==> config.mk <==
export PLATFORM = sky130hd
export DESIGN_NAME = instr_fetch_unit
export DESIGN_NICKNAME = d
export VERILOG_FILES = /design/src/rtl/fetch_pkg.sv /design/src/rtl/fetch_fifo.sv /design/src/rtl/instr_fetch_unit.sv
export SDC_FILE = /design/constraint.sdc
export NUM_CORES = 1
export LEC_CHECK = 0
export CORE_MARGIN = 2
export CORE_UTILIZATION = 50
export CTS_CLUSTER_SIZE = 28
export DETAILED_ROUTE_END_ITERATION = 6
export PLACE_DENSITY_LB_ADDON = 0.08
export SYNTH_ARGS = -nofsm -noshare
export SYNTH_HDL_FRONTEND = slang
export SYNTH_SLANG_ARGS = --single-unit
==> constraint.sdc <==
create_clock -name clk -period 4.15 [get_ports clk]
set_input_delay 0.415 -clock clk [delete_from_list [all_inputs] [get_ports clk]]
set_output_delay 0.415 -clock clk [all_outputs]
set_load 0.05 [all_outputs]
==> src/rtl/fetch_pkg.sv <==
// Shared types and default sizing for the instruction fetch stage.
// A buffer entry pairs an instruction word with the PC it was fetched from.
package fetch_pkg;

    localparam int FETCH_ADDR_WIDTH  = 5;
    localparam int FETCH_INSTR_WIDTH = 16;
    localparam int FETCH_FIFO_DEPTH  = 4;

    typedef struct packed {
        logic [FETCH_ADDR_WIDTH-1:0]  pc;
        logic [FETCH_INSTR_WIDTH-1:0] instr;
    } fetch_entry_t;

endpackage

==> src/rtl/fetch_fifo.sv <==
// Circular buffer of fetch entries that accepts up to two writes and one read per cycle.
// A flush empties it and takes priority over any push or pop in the same cycle.
module fetch_fifo
    import fetch_pkg::*;
#(
    parameter int DEPTH = FETCH_FIFO_DEPTH,
    parameter int CW    = $clog2(DEPTH) + 1
) (
    input  logic           clk,
    input  logic           rst_n,
    input  logic [1:0]     push_count,
    input  fetch_entry_t   entry_0,
    input  fetch_entry_t   entry_1,
    input  logic           flush,
    input  logic           pop,
    output logic [CW-1:0]  count,
    output fetch_entry_t   head
);

    localparam int PW = $clog2(DEPTH);

    fetch_entry_t   mem [DEPTH];
    logic [PW-1:0]  wr_ptr;
    logic [PW-1:0]  wr_ptr_nxt;
    logic [PW-1:0]  rd_ptr;
    logic [CW-1:0]  count_q;
    logic [CW-1:0]  free;

    assign wr_ptr_nxt = wr_ptr + PW'(1);
    assign free       = CW'(DEPTH) - count_q;
    assign count      = count_q;
    assign head       = mem[rd_ptr];

    always_ff @(posedge clk or negedge rst_n) begin
        if (!rst_n) begin
            wr_ptr  <= '0;
            rd_ptr  <= '0;
            count_q <= '0;
        end else if (flush) begin
            wr_ptr  <= '0;
            rd_ptr  <= '0;
            count_q <= '0;
        end else begin
            wr_ptr  <= wr_ptr + PW'(push_count);
            rd_ptr  <= rd_ptr + PW'(pop);
            count_q <= count_q + CW'(push_count) - CW'(pop);
        end
    end

    // Storage needs no reset: entries are only observed once count covers them.
    always_ff @(posedge clk) begin
        if (!flush) begin
            if (push_count != 2'd0) mem[wr_ptr]     <= entry_0;
            if (push_count == 2'd2) mem[wr_ptr_nxt] <= entry_1;
        end
    end

    a_push_fits: assert property (@(posedge clk) disable iff (!rst_n)
        (flush || (CW'(push_count) <= free)));

endmodule

==> src/rtl/instr_fetch_unit.sv <==
// Dual-issue fetch stage: owns the PC, reads PC and PC+1 from the instruction ROM,
// buffers them with their PCs and hands one per cycle to decode; redirects flush the buffer.
module instr_fetch_unit
    import fetch_pkg::*;
#(
    parameter int ADDR_WIDTH_IM = FETCH_ADDR_WIDTH,
    parameter int INSTR_WIDTH   = FETCH_INSTR_WIDTH,
    parameter int FIFO_DEPTH    = FETCH_FIFO_DEPTH
) (
    input  logic                     clk,
    input  logic                     rst_n,
    input  logic                     fetch_enable,
    input  logic                     redirect_valid,
    input  logic [ADDR_WIDTH_IM-1:0] redirect_pc,
    output logic [ADDR_WIDTH_IM-1:0] imem_addr_1,
    output logic [ADDR_WIDTH_IM-1:0] imem_addr_2,
    input  logic [INSTR_WIDTH-1:0]   imem_data_1,
    input  logic [INSTR_WIDTH-1:0]   imem_data_2,
    output logic                     out_valid,
    input  logic                     out_ready,
    output logic [INSTR_WIDTH-1:0]   out_instr,
    output logic [ADDR_WIDTH_IM-1:0] out_pc
);

    localparam int CW = $clog2(FIFO_DEPTH) + 1;

    // The entry struct is sized by the package, so the widths must agree with it.
    if (ADDR_WIDTH_IM != FETCH_ADDR_WIDTH || INSTR_WIDTH != FETCH_INSTR_WIDTH) begin : g_width_check
        $error("instr_fetch_unit widths must match fetch_pkg");
    end

    logic [ADDR_WIDTH_IM-1:0] pc_q;
    logic [CW-1:0]            count;
    logic [CW-1:0]            free;
    logic [1:0]               push_count;
    logic                     pop;
    logic                     buf_nonempty;
    fetch_entry_t             entry_0;
    fetch_entry_t             entry_1;
    fetch_entry_t             head;

    assign imem_addr_1 = pc_q;
    assign imem_addr_2 = pc_q + ADDR_WIDTH_IM'(1);

    // Space is judged on the registered count; a pop in this cycle does not free a slot.
    assign free = CW'(FIFO_DEPTH) - count;

    always_comb begin
        push_count = 2'd0;
        if (fetch_enable && !redirect_valid) begin
            if (free >= CW'(2))      push_count = 2'd2;
            else if (free == CW'(1)) push_count = 2'd1;
        end
    end

    assign entry_0 = '{pc: imem_addr_1, instr: imem_data_1};
    assign entry_1 = '{pc: imem_addr_2, instr: imem_data_2};

    // Handshake: the head transfers on any rising edge where out_valid && out_ready.
    // out_valid never depends on out_ready, and a redirect suppresses it for that cycle.
    assign buf_nonempty = (count != '0);
    assign out_valid    = buf_nonempty && !redirect_valid;
    assign pop          = out_valid && out_ready;
    assign out_instr    = buf_nonempty ? head.instr : '0;
    assign out_pc       = buf_nonempty ? head.pc    : '0;

    always_ff @(posedge clk or negedge rst_n) begin
        if (!rst_n) begin
            pc_q <= '0;
        end else if (redirect_valid) begin
            pc_q <= redirect_pc;
        end else begin
            pc_q <= pc_q + ADDR_WIDTH_IM'(push_count);
        end
    end

    fetch_fifo #(
        .DEPTH (FIFO_DEPTH),
        .CW    (CW)
    ) u_fifo (
        .clk        (clk),
        .rst_n      (rst_n),
        .push_count (push_count),
        .entry_0    (entry_0),
        .entry_1    (entry_1),
        .flush      (redirect_valid),
        .pop        (pop),
        .count      (count),
        .head       (head)
    );

endmodule
Yosys cells after proc, flatten, opt, wreduce, memory -nomap -nowiden --
Memory sizes are Yosys's and may differ from the RTL's. Index checks and enable logic that the tools add are counted.
Operators by class: $add $sub $neg 8, multipliers 0, divide/modulo/power cells 0, magnitude comparators 1, eq/ne operators 2, shift-type cells 0, muxes and demuxes 15, bitwise gates (word level) 0, reductions and logical operators 6
Operators with widths (number):
- two-way mux 16 bit | 1
- two-way mux 5 bit | 2
- two-way mux 2 bit | 4
- two-way mux 1 bit | 7
- adder 5 x 1 -> 5 bit, second input constant | 1
- adder 5 x 2 -> 5 bit | 1
- adder 3 x 2 -> 3 bit | 1
- equality test 3 x 1 -> 1 bit, second input constant | 1
- greater-or-equal comparator 3 x 2 -> 1 bit, second input constant | 1
- logical AND 1 bit | 3
- two-way mux 3 bit | 1
- nonzero test 3 bit | 1
- subtractor 3 x 1 -> 3 bit | 1
- subtractor 3 bit, first input constant | 1
- adder 2 x 1 -> 2 bit | 1
- adder 2 x 1 -> 2 bit, second input constant | 1
- adder 2 bit | 1
- equality test 2 bit, second input constant | 1
- nonzero test 2 bit | 1
- logical NOT 1 bit | 1
Storage, ports and cells: register bits 12, bits in latches 0, bits in writable memories 84, ROM bits 0, output and inout port bits 32, memories 1
Memory list:
- u_fifo.mem | depth 4, width 21, read ports 1, clocked after Yosys merged registers in 0, write ports 2, RTL line fetch_fifo.sv:22 | fetch_entry_t mem [DEPTH];

Longest topological paths before layout --
Gate-level depths: netlist of run 1.
depth after elaboration 9, gate-level depth with buffers 13

Hierarchy --
From an unflattened synthesis of run 1, not the netlist that was laid out.
Second synthesis, totals: cells, all modules 321, area, all modules 5226.3 µm²
Modules (own cells, without submodules):
- fetch_fifo | times used 1, cells each 249, area an instance 4647.0 µm²
- instr_fetch_unit | times used 1, cells each 72, area an instance 579.3 µm²

Worst setup path before layout of run 1 --
No wires, ideal clock.
path kind register to register, from register u_fifo.count_q[0], in the netlist u_fifo.count[0], to memory u_fifo.mem[3][0] (netlist name), enable pin, setup time 0.430 ns, arrival 2.899 ns, required time 3.720 ns, setup slack 0.821 ns, stages on the path, launching flop included 8, path buffers 1, cell sequence dfrtp_1 -> inv_1 -> ha_1 -> ha_1 -> or3b_2 -> clkbuf_1 -> a21oi_1 -> nor3b_1
RTL lines:
- start: declaration | RTL line fetch_fifo.sv:26 | logic [CW-1:0] count_q;
- start signal: assignment | RTL line fetch_fifo.sv:46 | count_q <= count_q + CW'(push_count) - CW'(pop);
- end: declaration | RTL line fetch_fifo.sv:22

Final worst setup path of run 1 --
from register u_fifo.count_q[0], in the netlist u_fifo.count[0], to register u_fifo.count_q[2], in the netlist u_fifo.count[2]
On the way: cells in the longest elaborated chain, start to end 8, elaborated cells on any way between the ends 12, those cells by class add/sub (3); order compare (1); eq/ne (1); mux (4); reduce/logical (3)
RTL lines:
- parallel branches: the longest is 6 deep, another holds subtractor 3 bit
- subtractor 3 x 1 -> 3 bit * | RTL line fetch_fifo.sv:46
- two-way mux 3 bit * | RTL line fetch_fifo.sv:39 | end else if (flush) begin
Mark *: on every way between the ends.

==> results of run 1 <==
metal layers:
layer	wire length [µm]	share of wire (%)
met1	4750	45
met2	5165	49
met3	418	4.0
met4	210	2.0
met5	0	0
sequential cells by signal, summed over array words and instances (netlist names):
signal and count:
u_fifo.mem 84, u_fifo.wr_ptr 2, u_fifo.count 3, imem_addr_1 5, u_fifo.rd_ptr 2
placed cells by master (no fill, tap or decap), types with 2 or more instances in the layout:
cell / instances
inv_1: 10
xor2_1: 12
mux4_2: 21
bufinv_16: 2
nand2_1: 5
nor2b_1: 26
mux2_2: 60
nand2b_1: 4
xnor2_1: 13
or3_1: 2
nand3b_1: 2
nor2_1: 4
nor3_4: 3
a21oi_2: 2
o21ai_0: 4
buf_12: 2
nor3_1: 4
clkbuf_8: 9
dfrtp_1: 12
edfxtp_1: 84
nor3b_2: 2
nor4_1: 8
mux2_4: 9
ha_1: 12
clkinv_4: 2
nand3_1: 4
o21bai_1: 2
a21oi_1: 3
fa_1: 2
buf_4: 13
clkdlybuf4s50_1: 73
synth_stat cells, types with 2 or more instances:
cell type / instances / share of area (%)
nand2b_1: 4 / 0.48
edfxtp_1: 84 / 49
buf_6: 2 / 0.43
nand3_1: 4 / 0.39
or3_1: 2 / 0.24
clkbuf_1: 10 / 0.72
nor2b_1: 26 / 3.1
nand2_1: 5 / 0.36
dfrtp_1: 12 / 5.8
nor3_1: 5 / 0.48
a21oi_1: 5 / 0.48
mux2_2: 60 / 13
ha_1: 12 / 2.9
xor2_1: 12 / 2.0
fa_1: 2 / 0.77
mux4_2: 21 / 9.1
nor2_1: 4 / 0.29
nor3_4: 3 / 0.94
o21bai_1: 2 / 0.29
nand3b_1: 2 / 0.29
nor4_1: 8 / 0.96
nor3b_1: 2 / 0.29
xnor2_1: 13 / 2.2
o21ai_0: 4 / 0.39
inv_1: 10 / 0.72
mux2_4: 9 / 2.6
buf_2: 8 / 0.77
worst max-delay path by stage:
stage | startpoint | to | slack (ps)
6_report | u_fifo.count[0] | u_fifo.count[2] | 920
5_1_grt | u_fifo.count[0] | u_fifo.count[2] | 590
4_1_cts | u_fifo.count[0] | u_fifo.count[2] | 830
3_5_place_dp | u_fifo.count[0] | u_fifo.count[2] | 870
3_3_place_gp | u_fifo.count[0] | u_fifo.count[2] | 1030
2_1_floorplan | u_fifo.count[0] | u_fifo.mem[3][0] | 820
cell type report:
class | count | share of cell area (%)
Clock inverter | 5 | 1.302
Inverter | 11 | 0.6509
Clock buffer | 10 | 2.012
Multi-Input combinational cell | 211 | 35.17
Timing Repair Buffer | 88 | 13.69
Tap cell | 136 | 2.682
Sequential cell | 96 | 44.50
cells by family (layout without fill, tap and decap cells):
kind of cell	count (synthesis)	in the layout	synth area share, %
multiplexers	91	91	24.90
XOR/XNOR	25	25	4.214
AO/OA/AOI/OAI	11	11	1.156
buffers and inverters	33	114	3.178
AND/OR/NAND/NOR	70	70	8.572
flip-flops	96	96	54.32
adder cells (fa/ha/maj)	14	14	3.660
where the power goes:
part | switching, mW | internal [mW] | total, mW | leakage, nW
clock | 0.321 | 0.338 | 0.659 | 0.106
combinational | 0.918 | 0.594 | 1.51 | 1.17
sequential | 0.0642 | 1.22 | 1.29 | 0.923
per-stage QoR:
stage	area (µm²)	util, %
2_1_floorplan	5196	-
3_3_place_gp	6133	60.22
3_5_place_dp	6133	60.22
4_1_cts	6344	62.29
5_1_grt	6344	62.29
6_report	6344	62.29
==> flow_metrics.tcl, run 1 <==
set metrics [dict create \
    start_util_pct 51.02 \
    die_w_um 105.9 \
    die_area_um2 11220 \
    regToRegEndpoint "u_fifo.count[2]" \
    reg2regPathDepth 13 \
    skew_ps 7.057 \
    maxSlewHeadroom_pct 34.26 \
    cts_tree "yes" \
    cts_buffers 9 \
    num_rows 37 \
    clock_latency_ps 370 \
    grt-busiest-layer "met2" \
    finalWirelength_mm 10.54 \
    hold_viol_final 0 \
    cp_common_cell "ha_1" \
    syn_nets 396 \
    cts_resized 0 \
    cp.required_ps 4410 \
    crit_cells 13 \
    post-route-period-util_pct 77.73 \
    cp-start-kind "flip-flop" \
    ys_seq_elements 96 \
    fin_hold_ws_ps 418.4 \
    endpoint_kind "flip-flop" \
    first_pass_iters 4 \
    n_antenna_cell 0 \
    pre_cts_ws_ps 869.1 \
    setup_slack_ps 924.1 \
    syn_to_final_growth_pct 22.08 \
    ant_nets 0 \
    yosys_most_used_dff "edfxtp_1" \
    antenna_found_initial 0 \
    final_layout_size_suffix_gt1_share_pct 30.64 \
    leakage_nw 2.199 \
    avgSynthCellArea_um2 15.28 \
    chipHeight_um 105.9 \
    r2r_slack_ps 920 \
    use_met3_pct 3.617 \
    maxCapViolations 0 \
    cts_setup_buffers 0 \
    place_congestion 0.8042 \
    async_flop_share_pct 12.50 \
    cp_num_buf_inv 3 \
    port_buffers 73 \
    synth_cells 340 \
    crit_type "flip-flop to flip-flop" \
    fin_nets 473 \
    hold_buffers 0 \
    status "complete, no violations" \
    min_period_ps 3226 \
    htree_levels 3 \
    grt_pass1_vias 3122 \
    use_met1_pct 26.49 \
    vias 3019 \
    worst_path_max_delay_cell "ha_1" \
    syn-cell-area_um2 5196 \
    fmax_mhz 310.0 \
    place_hpwl_mm 6.901 \
    overflow 0 \
    cts.clk_slew.worst_paths_ps 90 \
    cp_max_fo 22 \
    ios 74 \
    synth.distinct_cells 36 \
    p_per_area_nw_per_um2 545.1 \
    worstPathArrival_ps 3480 \
    clk_path_buf_depth 2 \
    ys_seq_area_share_pct 54.32 \
    multiInputGateArea_um2 2231 \
    cts.sinks 96 \
    power_mw 3.458 \
    grt_pass1_wl_mm 16.79 \
    post_drt_wl_per_cell_um 18.93 \
    drv_slew 0 \
    grtUsageMet2_pct 33.13 \
    worst_slew_pin_slew_ps 986.1 \
    synth_warnings 0 \
    rsz0062_at_grt "false" \
    grt_max_degree 23 \
    max_stage_delay_ps 800 \
    ir_worst_vdd_mv 0.4709 \
    routed_via_density 5.420 \
    dp.cells 542 \
    setup_viol 0 \
    timing.critical_path.cells "inv_1 > ha_1 > ha_1 > nor2_1 > and2_1 > ha_1 > inv_1 > ha_1 > inv_1 > fa_1 > xnor2_1 > xnor2_1 > nor2_1" \
    register_area_um2 2823 \
    nFillCells 815 \
    layout.cells.non_filler 557 \
    r2r-start "u_fifo.count[0]" \
    dr.first_iter.drc_count 111 \
    coreArea_um2 10180 \
    fin_setup_tns_ps 0 \
    hold_path_class "primary input to asynchronous set/reset pin" \
    route.detailed.drc 0 \
    critPathTopFamily "adder cells" \
    synth-edff-count 84 \
    track_usage_pct 20.02 \
    cts_root_buf "clkbuf_8" \
]
Power figures use the tool's default switching activity.
==> run 2: changes to the inputs <==
==> constraint.sdc (replaced) <==
create_clock -name clk -period 3.2 [get_ports clk]
set_input_delay 0.32 -clock clk [delete_from_list [all_inputs] [get_ports clk]]
set_output_delay 0.32 -clock clk [all_outputs]
set_load 0.05 [all_outputs]
==> flow_metrics.tcl, run 2 (synthesis gave the netlist of run 1 again) <==
set metrics [dict create \
    finalWirelength_mm 10.63 \
    grt_max_degree 22 \
    setup_viol 0 \
    antenna_found_initial 0 \
    fin_hold_ws_ps 325.3 \
    cp_max_fo 9 \
    maxCapViolations 0 \
    clk_path_buf_depth 2 \
    skew_ps 12.46 \
    largest_reg_flops 84 \
    cp.required_ps 2880 \
    routed_via_density 5.377 \
    crit_type "flip-flop to output port" \
    ir_worst_vdd_mv 0.4829 \
    endpoint_kind "output port" \
    first_pass_iters 4 \
    die_w_um 105.9 \
    final_layout_size_suffix_gt1_share_pct 35.46 \
    post_drt_wl_per_cell_um 19.01 \
    cp-start-kind "flip-flop" \
    ant_nets 0 \
    cts.sinks 96 \
    ios 74 \
    route.detailed.drc 0 \
    drv_slew 0 \
    worst_slew_pin_slew_ps 573.5 \
    maxSlewHeadroom_pct 61.65 \
    fin_setup_tns_ps 0 \
    cts_buffers 9 \
    nFillCells 811 \
    layout.cells.non_filler 559 \
    vias 3006 \
    coreArea_um2 10180 \
    rsz0062_at_grt "false" \
    num_rows 37 \
    reg2regPathDepth 10 \
    mostFrequentLayoutCells "edfxtp_1 (84), mux2_2 (60), clkdlybuf4s50_1 (52)" \
    grt_pass1_vias 3180 \
    cts_tree "yes" \
    port_buffers 73 \
    largest-register "u_fifo.mem" \
    track_usage_pct 20.01 \
    hold_viol_final 0 \
    overflow 0 \
    p_per_area_nw_per_um2 703.6 \
    grt_pass1_wl_mm 16.99 \
    start_util_pct 51.02 \
    fin_nets 474 \
    chipHeight_um 105.9 \
    regToRegEndpoint "u_fifo.count[2]" \
    cts_resized 0 \
    place_hpwl_mm 7.024 \
    status "complete, no violations" \
    fmax_mhz 358.1 \
    cts_setup_buffers 0 \
    cts.clk_slew.worst_paths_ps 100 \
    syn_to_final_growth_pct 20.88 \
    dp.cells 543 \
    htree_levels 3 \
    die_area_um2 11220 \
    startpoint "imem_addr_1[1]" \
    mostFrequentLayoutCell "edfxtp_1" \
    worstPathArrival_ps 2470 \
    cts_root_buf "clkbuf_8" \
    clock_latency_ps 350 \
    leakage_nw 2.228 \
    n_antenna_cell 0 \
    min_period_ps 2792 \
    dr.first_iter.drc_count 91 \
    post-route-period-util_pct 87.26 \
    hold_buffers 0 \
    hold_path_class "primary input to asynchronous set/reset pin" \
    place_congestion 0.8036 \
    r2r_slack_ps 430 \
    r2r-start "u_fifo.count[1]" \
]
run 2: cell count changes in the layout (fill, tap and decap cells not counted), sizes merged:
| cell | before | now |
|---|---|---|
| bufinv | 2 | 1 |
| buf | 15 | 37 |
| inv | 10 | 11 |
| clkinvlp | 0 | 1 |
| clkdlybuf4s50 | 73 | 52 |
run 2: cell type report:
type / count / area (µm²) / area share (%)
Clock buffer: 10 / 127.6 / 2.032
Sequential cell: 96 / 2823 / 44.94
Multi-Input combinational cell: 211 / 2237 / 35.62
Timing Repair Buffer: 89 / 823.3 / 13.11
Tap cell: 136 / 170.2 / 2.709
Clock inverter: 6 / 58.81 / 0.9363
Inverter: 11 / 41.29 / 0.6574
run 2: worst max-delay path by stage:
stage	end	slack, ps	depth (start not counted)
3_5_place_dp	u_fifo.count[2]	400	10
2_1_floorplan	u_fifo.mem[1][0]	10	7
3_3_place_gp	u_fifo.count[2]	500	10
5_1_grt	u_fifo.count[2]	220	10
6_report	imem_addr_2[4]	410	4
4_1_cts	imem_addr_2[4]	390	4
run 2: power breakdown:
| group | internal, mW | switching, mW |
|---|---|---|
| Combinational | 0.754 | 1.21 |
| Sequential | 1.59 | 0.0847 |
| Clock | 0.359 | 0.425 |
run 2: per-stage QoR:
step / total power [mW] / area, µm² / util (%) / setup slack (ps)
after CTS: 4.460 / 6281 / 61.67 / 392.5
after global placement: 3.660 / 6095 / 59.84 / 496.9
final: 4.419 / 6281 / 61.67 / 407.6
after global routing: 4.636 / 6281 / 61.67 / 217.1
after floorplan: 3.094 / 5201 / - / 9.777
after detailed placement: 3.688 / 6095 / 59.84 / 403.3
run 2: worst max-delay path: stages (launching register included):
cell             delay [ps]
dfrtp_1                 510
ha_1                    300
nand3_1                 230
xnor2_1                 240
clkdlybuf4s50_1         840
run 2: metal layers:
layer	up-vias	routed length [µm]	GRT usage, %	part of all wire, %
met3	6	358	2.759	3.4
met2	61	5516	35.39	52
met1	1504	4677	26.04	44
met5	-	0	0	0
li1	1435	-	-	-
met4	0	72	5.357	0.68
==> run 3: changes to the inputs <==
--- a/config.mk
+++ b/config.mk
@@ -5,7 +5,6 @@
 export SDC_FILE = /design/constraint.sdc
 export NUM_CORES = 1
 export LEC_CHECK = 0
-export CORE_MARGIN = 2
 export CORE_UTILIZATION = 50
 export CTS_CLUSTER_SIZE = 28
 export DETAILED_ROUTE_END_ITERATION = 6
==> flow_metrics.tcl, run 3 (synthesis gave the netlist of run 1 again) <==
set metrics [dict create \
    vias 3030 \
    largest_reg_flops 84 \
    htree_levels 3 \
    r2r-start "u_fifo.count[1]" \
    num_rows 36 \
    cp-start-kind "flip-flop" \
    layout.cells.non_filler 557 \
    power_switching_mw 1.703 \
    port_buffers 73 \
    status "complete, no violations" \
    reg2regPathDepth 10 \
    p_per_area_nw_per_um2 697.2 \
    clock_latency_ps 360 \
    n_antenna_cell 0 \
    crit_type "flip-flop to output port" \
    place_congestion 0.7939 \
    place_hpwl_mm 6.933 \
    chipHeight_um 103.9 \
    regToRegEndpoint "u_fifo.count[2]" \
    leakage_nw 2.237 \
    grt_pass1_wl_mm 17.19 \
    largest-register "u_fifo.mem" \
    cts_resized 0 \
    syn_to_final_growth_pct 21.17 \
    cts.clk_slew.worst_paths_ps 90 \
    cts_root_buf "clkbuf_8" \
    finalWirelength_mm 10.49 \
    fin_nets 477 \
    dp.cells 543 \
    clk_path_buf_depth 2 \
    cp.required_ps 2880 \
    setup_viol 0 \
    worstPathArrival_ps 2480 \
    die_area_um2 10800 \
    grt_pass1_vias 3169 \
    maxCapViolations 0 \
    startpoint "imem_addr_1[1]" \
    worst_slew_pin_slew_ps 556.2 \
    routed_via_density 5.440 \
    seq_power_share_pct 38.3 \
    track_usage_pct 20.76 \
    endpoint "imem_addr_2[4]" \
    overflow 0 \
    mostFrequentLayoutCells "edfxtp_1 (84), mux2_2 (60), clkdlybuf4s50_1 (52)" \
    intPower_mw 2.686 \
    cts_tree "yes" \
    pwr-share-clk_pct 17.5 \
    multiInputGateArea_um2 2237 \
    maxSlewHeadroom_pct 62.92 \
    rsz0062_at_grt "false" \
    hold_buffers 0 \
    ir_worst_vdd_mv 0.3744 \
    p_sw_share_pct 38.79 \
    grt_max_degree 22 \
    hold_path_class "primary input to asynchronous set/reset pin" \
    dr.first_iter.drc_count 83 \
    die_w_um 103.9 \
    fin_setup_tns_ps 0 \
    min_period_ps 2800 \
    cp_max_fo 9 \
    hold_viol_final 0 \
    nFillCells 754 \
    skew_ps 15.60 \
    endpoint_kind "output port" \
    antenna_found_initial 0 \
    p_comb_share_pct 44.3 \
    route.detailed.drc 0 \
    register_area_um2 2823 \
    post_drt_wl_per_cell_um 18.83 \
    cts_setup_buffers 0 \
    ant_nets 0 \
    fmax_mhz 357.2 \
    drv_slew 0 \
    mostFrequentLayoutCell "edfxtp_1" \
    ios 74 \
    start_util_pct 52.44 \
    first_pass_iters 4 \
    coreArea_um2 9910 \
    r2r_slack_ps 470 \
    cts.sinks 96 \
    final_layout_size_suffix_gt1_share_pct 36.32 \
    post-route-period-util_pct 87.49 \
    cts_buffers 9 \
]
==> run 3: worst min path at each step <==
stage	slack, ps	end	start
after floorplan	20	imem_addr_1[0]	rst_n
after global placement	530	u_fifo.rd_ptr[1]	u_fifo.rd_ptr[1]
after detailed placement	540	u_fifo.count[2]	u_fifo.count[2]
after CTS	320	imem_addr_1[0]	rst_n
after global routing	350	imem_addr_1[0]	rst_n
final	310	imem_addr_1[0]	rst_n
==> run 3: routing by layer <==
metal | global-route usage (%) | share of wire, %
met2 | 36.33 | 52
met1 | 27.18 | 44
met4 | 5.204 | 0.78
met5 | 0 | 0
met3 | 3.008 | 3.5
==> run 3: cell type report <==
cell class	count	area share, %
sequential	96	44.83
multi-input combinational	211	35.53
timing repair buffer	92	13.43
tap	133	2.643
clock buffer	9	1.967
clock inverter	5	0.9340
inverter	11	0.6558
==> run 3: critical path, stage by stage (launching register included) <==
cell and delay, ps:
dfrtp_1 520, ha_1 300, nand3_1 240, xnor2_1 240, clkdlybuf4s50_1 830
==> run 3: per-stage QoR <==
stage                     instance area (µm²)  power, mW  util [%]  hold slack (ps)  worst slack, ps
after floorplan                          5201      3.094         -            24.41            9.777
after global placement                   6113      3.651     61.69            529.8            506.2
after detailed placement                 6113      3.673     61.69            538.6            460.1
after CTS                                6296      4.433     63.54            320.5            387.7
after global routing                     6296      4.603     63.54            346.6            285.4
final                                    6296      4.389     63.54            312.1            400.3
==> run 3: power by group through the flow <==
| stage | combinational (mW) | clock, mW | sequential, mW |
|---|---|---|---|
| global placement | 1.95 | 0 | 1.70 |
| detailed placement | 1.96 | 0 | 1.71 |
| global route | 2.07 | 0.833 | 1.70 |
| CTS | 1.97 | 0.782 | 1.68 |
| floorplan | 1.39 | 0 | 1.71 |
| finish | 1.94 | 0.767 | 1.68 |
